File: config.mk
export PLATFORM = sky130hd
export DESIGN_NAME = csr_trap_unit
export DESIGN_NICKNAME = d
export VERILOG_FILES = /design/src/rtl/csr_pkg.sv /design/src/rtl/csr_counter64.sv /design/src/rtl/csr_trap_unit.sv
export SDC_FILE = /design/constraint.sdc
export NUM_CORES = 1
export LEC_CHECK = 0
export ABC_AREA = 1
export BUFFER_PORTS_ARGS = -buffer_cell sky130_fd_sc_hd__buf_2
export CAP_MARGIN = 20
export CORE_MARGIN = 8
export CORE_UTILIZATION = 56
export CTS_BUF_LIST = sky130_fd_sc_hd__clkbuf_2 sky130_fd_sc_hd__clkbuf_4 sky130_fd_sc_hd__clkbuf_8
export DETAILED_ROUTE_END_ITERATION = 6
export PLACE_DENSITY_LB_ADDON = 0.08
export SLEW_MARGIN = 20
export SYNTH_ARGS = -nofsm -noshare
export SYNTH_HDL_FRONTEND = slang
export SYNTH_SLANG_ARGS = --single-unit
File: constraint.sdc
create_clock -name i_clock -period 15.15 [get_ports i_clock]
set_input_delay 3.7875 -clock i_clock [delete_from_list [all_inputs] [get_ports i_clock]]
set_output_delay 3.7875 -clock i_clock [all_outputs]
set_load 0.01 [all_outputs]
File: src/rtl/csr_pkg.sv
// rtl/csr_pkg.sv - shared encodings for the machine-mode CSR file and trap controller
package csr_pkg;

   typedef enum logic [2:0] {
      OP_NONE   = 3'd0,
      OP_CSRRW  = 3'd1,
      OP_CSRRS  = 3'd2,
      OP_CSRRC  = 3'd3,
      OP_ECALL  = 3'd4,
      OP_EBREAK = 3'd5,
      OP_MRET   = 3'd6
   } csr_op_e;

   localparam logic [11:0] CSR_MSTATUS   = 12'h300;
   localparam logic [11:0] CSR_MIE       = 12'h304;
   localparam logic [11:0] CSR_MTVEC     = 12'h305;
   localparam logic [11:0] CSR_MSCRATCH  = 12'h340;
   localparam logic [11:0] CSR_MEPC      = 12'h341;
   localparam logic [11:0] CSR_MCAUSE    = 12'h342;
   localparam logic [11:0] CSR_MTVAL     = 12'h343;
   localparam logic [11:0] CSR_MIP       = 12'h344;
   localparam logic [11:0] CSR_MCYCLE    = 12'hB00;
   localparam logic [11:0] CSR_MINSTRET  = 12'hB02;
   localparam logic [11:0] CSR_MCYCLEH   = 12'hB80;
   localparam logic [11:0] CSR_MINSTRETH = 12'hB82;
   localparam logic [11:0] CSR_MVENDORID = 12'hF11;
   localparam logic [11:0] CSR_MARCHID   = 12'hF12;

   localparam logic [31:0] MCAUSE_ECALL  = 32'd11;
   localparam logic [31:0] MCAUSE_BREAK  = 32'd3;
   localparam logic [31:0] MCAUSE_MTI    = 32'h8000_0007;

   localparam int MSTATUS_MIE  = 3;
   localparam int MSTATUS_MPIE = 7;
   localparam int MIE_MTIE     = 7;
   localparam int MIP_MTIP     = 7;

   function automatic logic is_csr_op(input csr_op_e op);
      return (op == OP_CSRRW) || (op == OP_CSRRS) || (op == OP_CSRRC);
   endfunction

endpackage

File: src/rtl/csr_counter64.sv
// rtl/csr_counter64.sv - 64-bit counter with increment enable and independent half writes
module csr_counter64 (
   input  logic        clk_i,
   input  logic        rst_i,
   input  logic        inc_i,
   input  logic        wr_lo_i,
   input  logic        wr_hi_i,
   input  logic [31:0] wdata_i,
   output logic [63:0] count_o
);

   logic [31:0] lo_q, lo_d;
   logic [31:0] hi_q, hi_d;
   logic        carry;

   // A write to the low half swallows the carry that would have rippled up this cycle.
   always_comb begin
      carry = inc_i && (lo_q == 32'hFFFF_FFFF) && !wr_lo_i;
      lo_d  = wr_lo_i ? wdata_i : lo_q + {31'd0, inc_i};
      hi_d  = wr_hi_i ? wdata_i : hi_q + {31'd0, carry};
   end

   always_ff @(posedge clk_i or posedge rst_i) begin
      if (rst_i) begin
         lo_q <= 32'd0;
         hi_q <= 32'd0;
      end else begin
         lo_q <= lo_d;
         hi_q <= hi_d;
      end
   end

   assign count_o = {hi_q, lo_q};

endmodule

File: src/rtl/csr_trap_unit.sv
// rtl/csr_trap_unit.sv - machine-mode CSR file, trap sequencer and IFU redirect source
module csr_trap_unit
   import csr_pkg::*;
#(
   parameter int          XLEN           = 32,
   parameter logic [31:0] MVENDORID      = 32'h7973_7978,
   parameter logic [31:0] MARCHID        = 32'h016f_e3b8,
   parameter int          HAS_COUNTERS   = 1,
   parameter int          MTVEC_VECTORED = 1
) (
   input  logic            i_clock,
   input  logic            i_reset,
   input  logic            i_valid,
   input  logic [2:0]      i_op,
   input  logic [11:0]     i_csr,
   input  logic [XLEN-1:0] i_wdata,
   input  logic            i_wskip,
   input  logic [XLEN-1:0] i_pc,
   input  logic [XLEN-1:0] i_next_pc,
   input  logic            i_retire,
   input  logic            i_mtip,
   output logic [XLEN-1:0] o_rdata,
   output logic            o_redirect,
   output logic [XLEN-1:0] o_upc,
   output logic            o_illegal
);

   logic        mie_q, mie_d, mpie_q, mpie_d, mtie_q, mtie_d;
   logic [29:0] base_q, base_d;
   logic        mode_q, mode_d;
   logic [31:0] mscratch_q, mscratch_d, mepc_q, mepc_d;
   logic [31:0] mcause_q, mcause_d, mtval_q, mtval_d;
   logic [63:0] mcycle, minstret;

   csr_op_e     op;
   logic        valid_c, csr_op, wr_attempt, implemented, read_only, csr_we;
   logic        sync_trap, mret_go, irq_take;
   logic [31:0] wval, vec_base;

   assign op       = csr_op_e'(i_op);
   assign valid_c  = i_valid && !i_reset;
   assign vec_base = {base_q, 2'b00};

   always_comb begin
      o_rdata     = 32'd0;
      implemented = 1'b1;
      read_only   = 1'b0;
      case (i_csr)
         CSR_MSTATUS:   o_rdata = {19'd0, 2'b11, 3'd0, mpie_q, 3'd0, mie_q, 3'd0};
         CSR_MIE:       o_rdata = {24'd0, mtie_q, 7'd0};
         CSR_MTVEC:     o_rdata = {base_q, 1'b0, mode_q};
         CSR_MSCRATCH:  o_rdata = mscratch_q;
         CSR_MEPC:      o_rdata = mepc_q;
         CSR_MCAUSE:    o_rdata = mcause_q;
         CSR_MTVAL:     o_rdata = mtval_q;
         CSR_MIP:       o_rdata = {24'd0, i_mtip, 7'd0};
         CSR_MCYCLE:    o_rdata = mcycle[31:0];
         CSR_MCYCLEH:   o_rdata = mcycle[63:32];
         CSR_MINSTRET:  o_rdata = minstret[31:0];
         CSR_MINSTRETH: o_rdata = minstret[63:32];
         CSR_MVENDORID: begin o_rdata = MVENDORID; read_only = 1'b1; end
         CSR_MARCHID:   begin o_rdata = MARCHID;   read_only = 1'b1; end
         default:       implemented = 1'b0;
      endcase
   end

   assign csr_op     = is_csr_op(op);
   assign wr_attempt = csr_op && !i_wskip;
   assign o_illegal  = csr_op && (!implemented || (read_only && wr_attempt));
   assign csr_we     = valid_c && wr_attempt && !o_illegal;

   always_comb begin
      case (op)
         OP_CSRRS: wval = o_rdata | i_wdata;
         OP_CSRRC: wval = o_rdata & ~i_wdata;
         default:  wval = i_wdata;
      endcase
   end

   assign sync_trap = valid_c && ((op == OP_ECALL) || (op == OP_EBREAK));
   assign mret_go   = valid_c && (op == OP_MRET);
   assign irq_take  = valid_c && mie_q && mtie_q && i_mtip &&
                      (csr_op || (op == OP_NONE) || (op == OP_MRET));

   assign o_redirect = sync_trap || mret_go || irq_take;

   always_comb begin
      if (irq_take)       o_upc = mode_q ? vec_base + 32'd28 : vec_base;
      else if (sync_trap) o_upc = vec_base;
      else                o_upc = mepc_q;
   end

   // Applied in commit order: CSR write, MRET, then trap entry overwrites what it owns.
   always_comb begin
      mie_d      = mie_q;
      mpie_d     = mpie_q;
      mtie_d     = mtie_q;
      base_d     = base_q;
      mode_d     = mode_q;
      mscratch_d = mscratch_q;
      mepc_d     = mepc_q;
      mcause_d   = mcause_q;
      mtval_d    = mtval_q;
      if (csr_we) begin
         case (i_csr)
            CSR_MSTATUS: begin
               mie_d  = wval[MSTATUS_MIE];
               mpie_d = wval[MSTATUS_MPIE];
            end
            CSR_MIE:      mtie_d = wval[MIE_MTIE];
            CSR_MTVEC: begin
               base_d = wval[31:2];
               mode_d = (MTVEC_VECTORED != 0) && (wval[1:0] == 2'b01);
            end
            CSR_MSCRATCH: mscratch_d = wval;
            CSR_MEPC:     mepc_d     = wval & ~32'd3;
            CSR_MCAUSE:   mcause_d   = wval;
            CSR_MTVAL:    mtval_d    = wval;
            default: ;
         endcase
      end
      if (mret_go) begin
         mie_d  = mpie_q;
         mpie_d = 1'b1;
      end
      if (sync_trap) begin
         mepc_d   = i_pc & ~32'd3;
         mcause_d = (op == OP_ECALL) ? MCAUSE_ECALL : MCAUSE_BREAK;
         mtval_d  = 32'd0;
         mpie_d   = mie_q;
         mie_d    = 1'b0;
      end
      if (irq_take) begin
         mepc_d   = (op == OP_MRET) ? mepc_q : (i_next_pc & ~32'd3);
         mcause_d = MCAUSE_MTI;
         mpie_d   = mie_d;
         mie_d    = 1'b0;
      end
   end

   always_ff @(posedge i_clock or posedge i_reset) begin
      if (i_reset) begin
         mie_q      <= 1'b0;
         mpie_q     <= 1'b0;
         mtie_q     <= 1'b0;
         base_q     <= 30'd0;
         mode_q     <= 1'b0;
         mscratch_q <= 32'd0;
         mepc_q     <= 32'd0;
         mcause_q   <= 32'd0;
         mtval_q    <= 32'd0;
      end else begin
         mie_q      <= mie_d;
         mpie_q     <= mpie_d;
         mtie_q     <= mtie_d;
         base_q     <= base_d;
         mode_q     <= mode_d;
         mscratch_q <= mscratch_d;
         mepc_q     <= mepc_d;
         mcause_q   <= mcause_d;
         mtval_q    <= mtval_d;
      end
   end

   generate
      if (HAS_COUNTERS != 0) begin : g_counters
         csr_counter64 u_mcycle (
            .clk_i   (i_clock),
            .rst_i   (i_reset),
            .inc_i   (1'b1),
            .wr_lo_i (csr_we && (i_csr == CSR_MCYCLE)),
            .wr_hi_i (csr_we && (i_csr == CSR_MCYCLEH)),
            .wdata_i (wval),
            .count_o (mcycle)
         );
         csr_counter64 u_minstret (
            .clk_i   (i_clock),
            .rst_i   (i_reset),
            .inc_i   (i_retire),
            .wr_lo_i (csr_we && (i_csr == CSR_MINSTRET)),
            .wr_hi_i (csr_we && (i_csr == CSR_MINSTRETH)),
            .wdata_i (wval),
            .count_o (minstret)
         );
      end else begin : g_no_counters
         assign mcycle   = 64'd0;
         assign minstret = 64'd0;
      end
   endgenerate

endmodule

# --- Word-level counts from Yosys, hierarchy flattened ---
# Cells that the tools add are included.
totals:
  word_cells: 129
  reg_bits: 290
  in_bits: 117
op_classes:
  n_mux: 34
  eq_ne: 24
  reduce_logical: 50
  addsub: 5
  n_bitwise: 3
ops:
  columns: ["op", "count"]
  rows:
  - ["$mux W32", 19]
  - ["$pmux W32 S14", 1]
  - ["$add A32 B1 Y32", 3]
  - ["$eq A12 B10 Y1 const B", 8]
  - ["$eq A12 B12 Y1 const B", 6]
  - ["$eq A32 B32 Y1 const B", 2]
  - ["$pmux W32 S2", 1]
  - ["$add A32 B1 Y32 const B", 1]
  - ["$add A32 B5 Y32 const B", 1]
  - ["$and A32 B32 Y32", 1]
  - ["$not A32 Y32", 1]
  - ["$or A32 B32 Y32", 1]
  - ["$logic_and A1 B1 Y1", 19]
  - ["$reduce_or A14 Y1", 1]
  - ["$mux W1", 12]
  - ["$reduce_and A2 Y1", 6]
  - ["$eq A3 B3 Y1 const B", 3]
  - ["$reduce_bool A3 Y1", 3]
  - ["$logic_or A1 B1 Y1", 8]
  - ["$reduce_bool A4 Y1", 2]
  - ["$eq A3 B2 Y1 const B", 2]
  - ["$logic_not A1 Y1", 6]
  - ["$mux W4", 1]
  - ["$reduce_bool A2 Y1", 2]
  - ["other kinds (6)", 6]

# --- Logic depth before layout (Yosys ltp) ---
depth:
  depth_word: 14
  mapped_depth: 28
  ltp_nobuf: 25

# --- Modules after synthesis ---
# From an unflattened synthesis, not the netlist that was laid out.
unflattened:
  hier_cells: 3117
  hier_area_um2: 20109.3
by_module_without_submodules:
  columns: ["module", "cells_per_inst", "n_inst", "seq_area_each_um2", "area_each_um2"]
  rows:
  - ["csr_trap_unit", 1841, 1, 4003.8, 11638.7]
  - ["csr_counter64", 638, 2, 1601.5, 4235.3]

# --- Worst setup path after synthesis ---
# Ideal clock, no wire load.
synth_timing:
  path_kind: "input-to-output"
  startpoint: "input i_reset"
  endpoint: "output o_upc[11]"
  arrival_ns: 11.769
  slack_ns: -0.407
  n_path_buf: 2
  stages: 7
  path_cell_list: "inv_1 nand2_1 nor2_1 clkbuf_1 buf_1 nor2_1 o21ai_0"
synth_between:
  elab_chain_cells: 7
  word_cells_on_any_way: 9
  classes_between: "mux: 2; reduce/logical: 7"
synth_rtl:
  columns: ["item", "line_no", "text"]
  rows:
  - ["start, declared", "csr_trap_unit.sv:12", "input logic i_reset,"]
  - ["$logic_not A1 Y1 (no source line) (*)", null, null]
  - ["$logic_and A1 B1 Y1 (*)", "csr_trap_unit.sv:41", "assign valid_c = i_valid && !i_reset;"]
  - ["$logic_and A1 B1 Y1 (4 in a row)", "csr_trap_unit.sv:82", "assign irq_take = valid_c && mie_q && mtie_q && i_mtip &&"]
  - ["$mux W32 (*)", "csr_trap_unit.sv:88", "if (irq_take) o_upc = mode_q ? vec_base + 32'd28 : vec_base;"]
  - ["end, declared", "csr_trap_unit.sv:24", "output logic [XLEN-1:0] o_upc,"]
# Mark *: on every way between the ends. The rest lies on a longest branch, timed or not.

# --- Worst setup path in the final report ---
layout_timing:
  startpoint: "input i_reset"
  endpoint: "output o_upc[12]"
# The elaborated chain is that of the path after synthesis.

==> results by group <==
Run status
  – Run status: finished clean

Power
  – Total power draw: ~1.9 mW
  – Power density over the cells: between 90 and 100 nW/um^2
  – Peak supply drop: around 0.064 mV
  – Cell leakage power: ~10 nW

Setup path
  – Worst Setup SP: i_reset
  – CP endpoint kind: output pin
  – WP data arrival: around 7300 ps
  – Worst reg2reg setup slack: just over 9000 ps
  – FF-to-FF Start: g_counters.u_mcycle.lo_q[0]
  – Reg2Reg Depth: 25
  – Worst-path fanout max: 145
  – Critical path's most frequent cell: buf_2
  – Instance count on the critical path: 11
  – CP max stage delay: roughly 800 ps
  – Critical Path RT: 11360 ps
  – Critical path buffers and inverters: 6
  – Delay-heaviest family, CP: buffers and inverters
  – Slowest stage cell, crit path: inv_1
  – Sequence of cells on the critical path: buf_2 -> clkinvlp_4 -> buf_12 -> nand2_1 -> nor3_1 -> nor2_4 -> buf_4 -> inv_1 -> o21ai_0 -> o22ai_1 -> buf_2
  – Critical path class: in -> out
  – Critical path endpoint: o_upc[12]
  – CP Launch Type: input port
  – Worst reg2reg path endpoint: g_counters.u_mcycle.hi_q[30]

Yosys
  – Synth top area share: around two fifths
  – Cell variety after synth: between 40 and 50
  – Register area share after synthesis: between 30% and 40%
  – Syn Inst Count: roughly 2700
  – Warnings, synthesis: 0
  – Cell taking the most area after synthesis: dfrtp_1
  – Ranking of synthesized cells by area: dfrtp_1 (39%), nand2_1 (15%), o21ai_0 (9.2%), inv_1 (6.3%), nor2_1 (5.2%)
  – Seq cells post-synth: 288
  – Post-Synthesis Cell Area: approximately 18000 um^2
  – Post-Syn Area per Cell: 6.84 um^2

Routing
  – DR vias/cell: 6.02
  – Post-route ant nets: 0
  – DRC: 0
  – Drt first-iter violations: 2884
  – Met1 wire length: a little over 30 mm
  – Max layer used: met5
  – Post-DR wirelength/cell: 23.1 um
  – Final wirelength: roughly 76 mm
  – Via count: 19800
  – DR WL met2: 31.3 mm
  – DRT Pass-1 Iters: 6
  – Met3 routed WL: approximately 10 mm

Floorplanning
  – Die area: between 30000 and 40000 um^2
  – FP Rows: 66
  – # IOs: between 150 and 200
  – Initial core utilization: a little under three fifths
  – Die X: 197 um
  – Core ar.: 32400 um^2
  – Die H: around 200 um

Final layout
  – Fin util: 63.5%
  – Proportion of layout cells with a drive suffix above 1: between 10% and 20%
  – Total inserted antenna cells: 0
  – Nets: 2941
  – Non-filler cells, final: roughly 3300
  – Most frequent cells in the layout: nand2_1 (752), o21ai_0 (335), inv_1 (305)
  – Most common cell after layout, fill and taps aside: nand2_1
  – Syn-to-layout area delta: 12.4%

Timing
  – Clk_skew: between 20 and 25 ps
  – Achievable Freq: between 90 and 100 MHz
  – Setup violators final: 0
  – Period utilization: between 70 and 80%
  – Tmin final: roughly 11000 ps
  – Setup_tns: 0 ps
  – Slew @ Worst Pin: roughly 1100 ps
  – Hold Fails Final Rpt: 0
  – Max-Slew Margin vs Limit: about a quarter
  – Unrepaired setup endpoints after global routing: no
  – Final slew viol count: 0

Global route
  – GRT Resource Usage Total: between 30 and 40%
  – Vias in the first global route: about 19000
  – First-pass GRT wire length: around 110 mm
  – Initial antenna violation count: 1
  – Congestion Overflow GR: 0
  – Largest net degree at the start of global routing: 146

Clock tree
  – Clk buf depth: 3
  – # H-tree levels: 2
  – Worst-path clk slew: roughly 60 ps
  – # resized after CTS: 0
  – Total CTS buffers: 51
  – CTS root buffer: clkbuf_8
  – Clk_lat worst skew: 620 ps
  – Post-CTS Setup Inserts: 0
  – TritonCTS Sinks: between 200 and 300
  – CTS hold repair buffers: 0
  – CTS tree: done

Hold path
  – Worst min-delay path category: reg -> reg

Placed design
  – Port bufs: around 180
  – DP Wirelength: between 50 and 60 mm
  – Routability congestion estimate: between 1 and 1.5
  – Placed Instances: around 3200

Job
  – Max-Cap Viols: 0
## sequential cells by signal, indices dropped and copies added (netlist names)
register	cells
mode_q	1
mepc_q	30
mtval_q	32
mscratch_q	32
mpie_q	1
g_counters.u_mcycle.lo_q	32
g_counters.u_minstret.hi_q	32
g_counters.u_minstret.lo_q	32
mie_q	1
g_counters.u_mcycle.hi_q	32
base_q	30
mtie_q	1
mcause_q	32
## per-stage QoR
step / hold WS (ps) / setup WS (ps) / cell area, um^2
final: 484 / 4090 / 20500
after global routing: 494 / 3800 / 20500
after CTS: 483 / 4150 / 20500
after detailed placement: 466 / 4150 / 19400
after global placement: 464 / 4240 / 19400
after floorplan: 443 / 1460 / 18300
## worst register-to-register path, delay by kind of cell (launching register included)
kind	cells	cell delay (ps)
simple gates	18	4010
fa+ha+maj	3	820
flops	1	450
buf+inv	2	220
xor+xnor	1	200
compound gates	1	80
## worst min-delay path by stage
| stage | from | endpoint | slack (ps) | cells after the start |
|---|---|---|---|---|
| after global placement | mtval_q[13] | mtval_q[13] | 460 | 2 |
| after detailed placement | mtval_q[9] | mtval_q[9] | 470 | 2 |
| after floorplan | mtval_q[3] | mtval_q[3] | 440 | 2 |
| after CTS | mtval_q[9] | mtval_q[9] | 480 | 2 |
| final | mtval_q[9] | mtval_q[9] | 480 | 2 |
| after global routing | mtval_q[22] | mtval_q[22] | 490 | 2 |
## cell type report
| type | count | area, um^2 |
|---|---|---|
| Fill cell | 3010 | 11800 |
| Multi-Input combinational cell | 1958 | 9380 |
| Sequential cell | 288 | 7210 |
| Inverter | 322 | 1210 |
| Timing Repair Buffer | 195 | 1080 |
| Clock buffer | 87 | 1070 |
| Tap cell | 442 | 553 |
| Clock inverter | 5 | 31.3 |
## synthesized netlist by cell type (all sizes together)
| cell type | n |
|---|---|
| nand2 | 762 |
| o21ai | 387 |
| inv | 320 |
| dfrtp | 288 |
| nor2 | 275 |
| nand3 | 102 |
| xor2 | 99 |
| o22ai | 88 |
| nor3 | 77 |
| a21oi | 61 |
| clkbuf | 59 |
| buf | 47 |
| nand4 | 36 |
| nor4 | 19 |
| xnor2 | 14 |
| ha | 8 |
| o211ai | 6 |
| nand3b | 3 |
| a211oi | 2 |
| and2 | 2 |
| clkinv | 2 |
| o2111ai | 2 |
| o31ai | 2 |
| a2111oi | 1 |
| a211o | 1 |
| a21boi | 1 |
| a22o | 1 |
| a22oi | 1 |
| a31oi | 1 |
| conb | 1 |
| mux2 | 1 |
| nor3b | 1 |
| nor4b | 1 |
| o2111a | 1 |
| or2 | 1 |
## logic make-up (layout without fill, tap and decap cells)
logic type | after synthesis | after routing | synth area share, %
flops | 288 | 288 | 39.4
fa+ha+maj | 8 | 8 | 0.548
xor+xnor | 113 | 113 | 5.42
compound gates | 555 | 555 | 16.1
buf+inv | 428 | 609 | 9.37
other cells | 1 | 2 | 0.0205
mux | 1 | 1 | 0.0616
simple gates | 1279 | 1279 | 29.0
## power breakdown
part           switching, mW  internal [mW]
clock                  0.347          0.443
sequential            0.0408          0.815
combinational          0.150         0.0752
## layer usage
layer	track usage [%]	vias to the layer above
met2	55.0	1393
met5	0	-
met4	20.9	2
met1	52.6	9222
li1	-	8954
met3	10.7	264
Note: power is estimated with default switching activity, not from simulation.
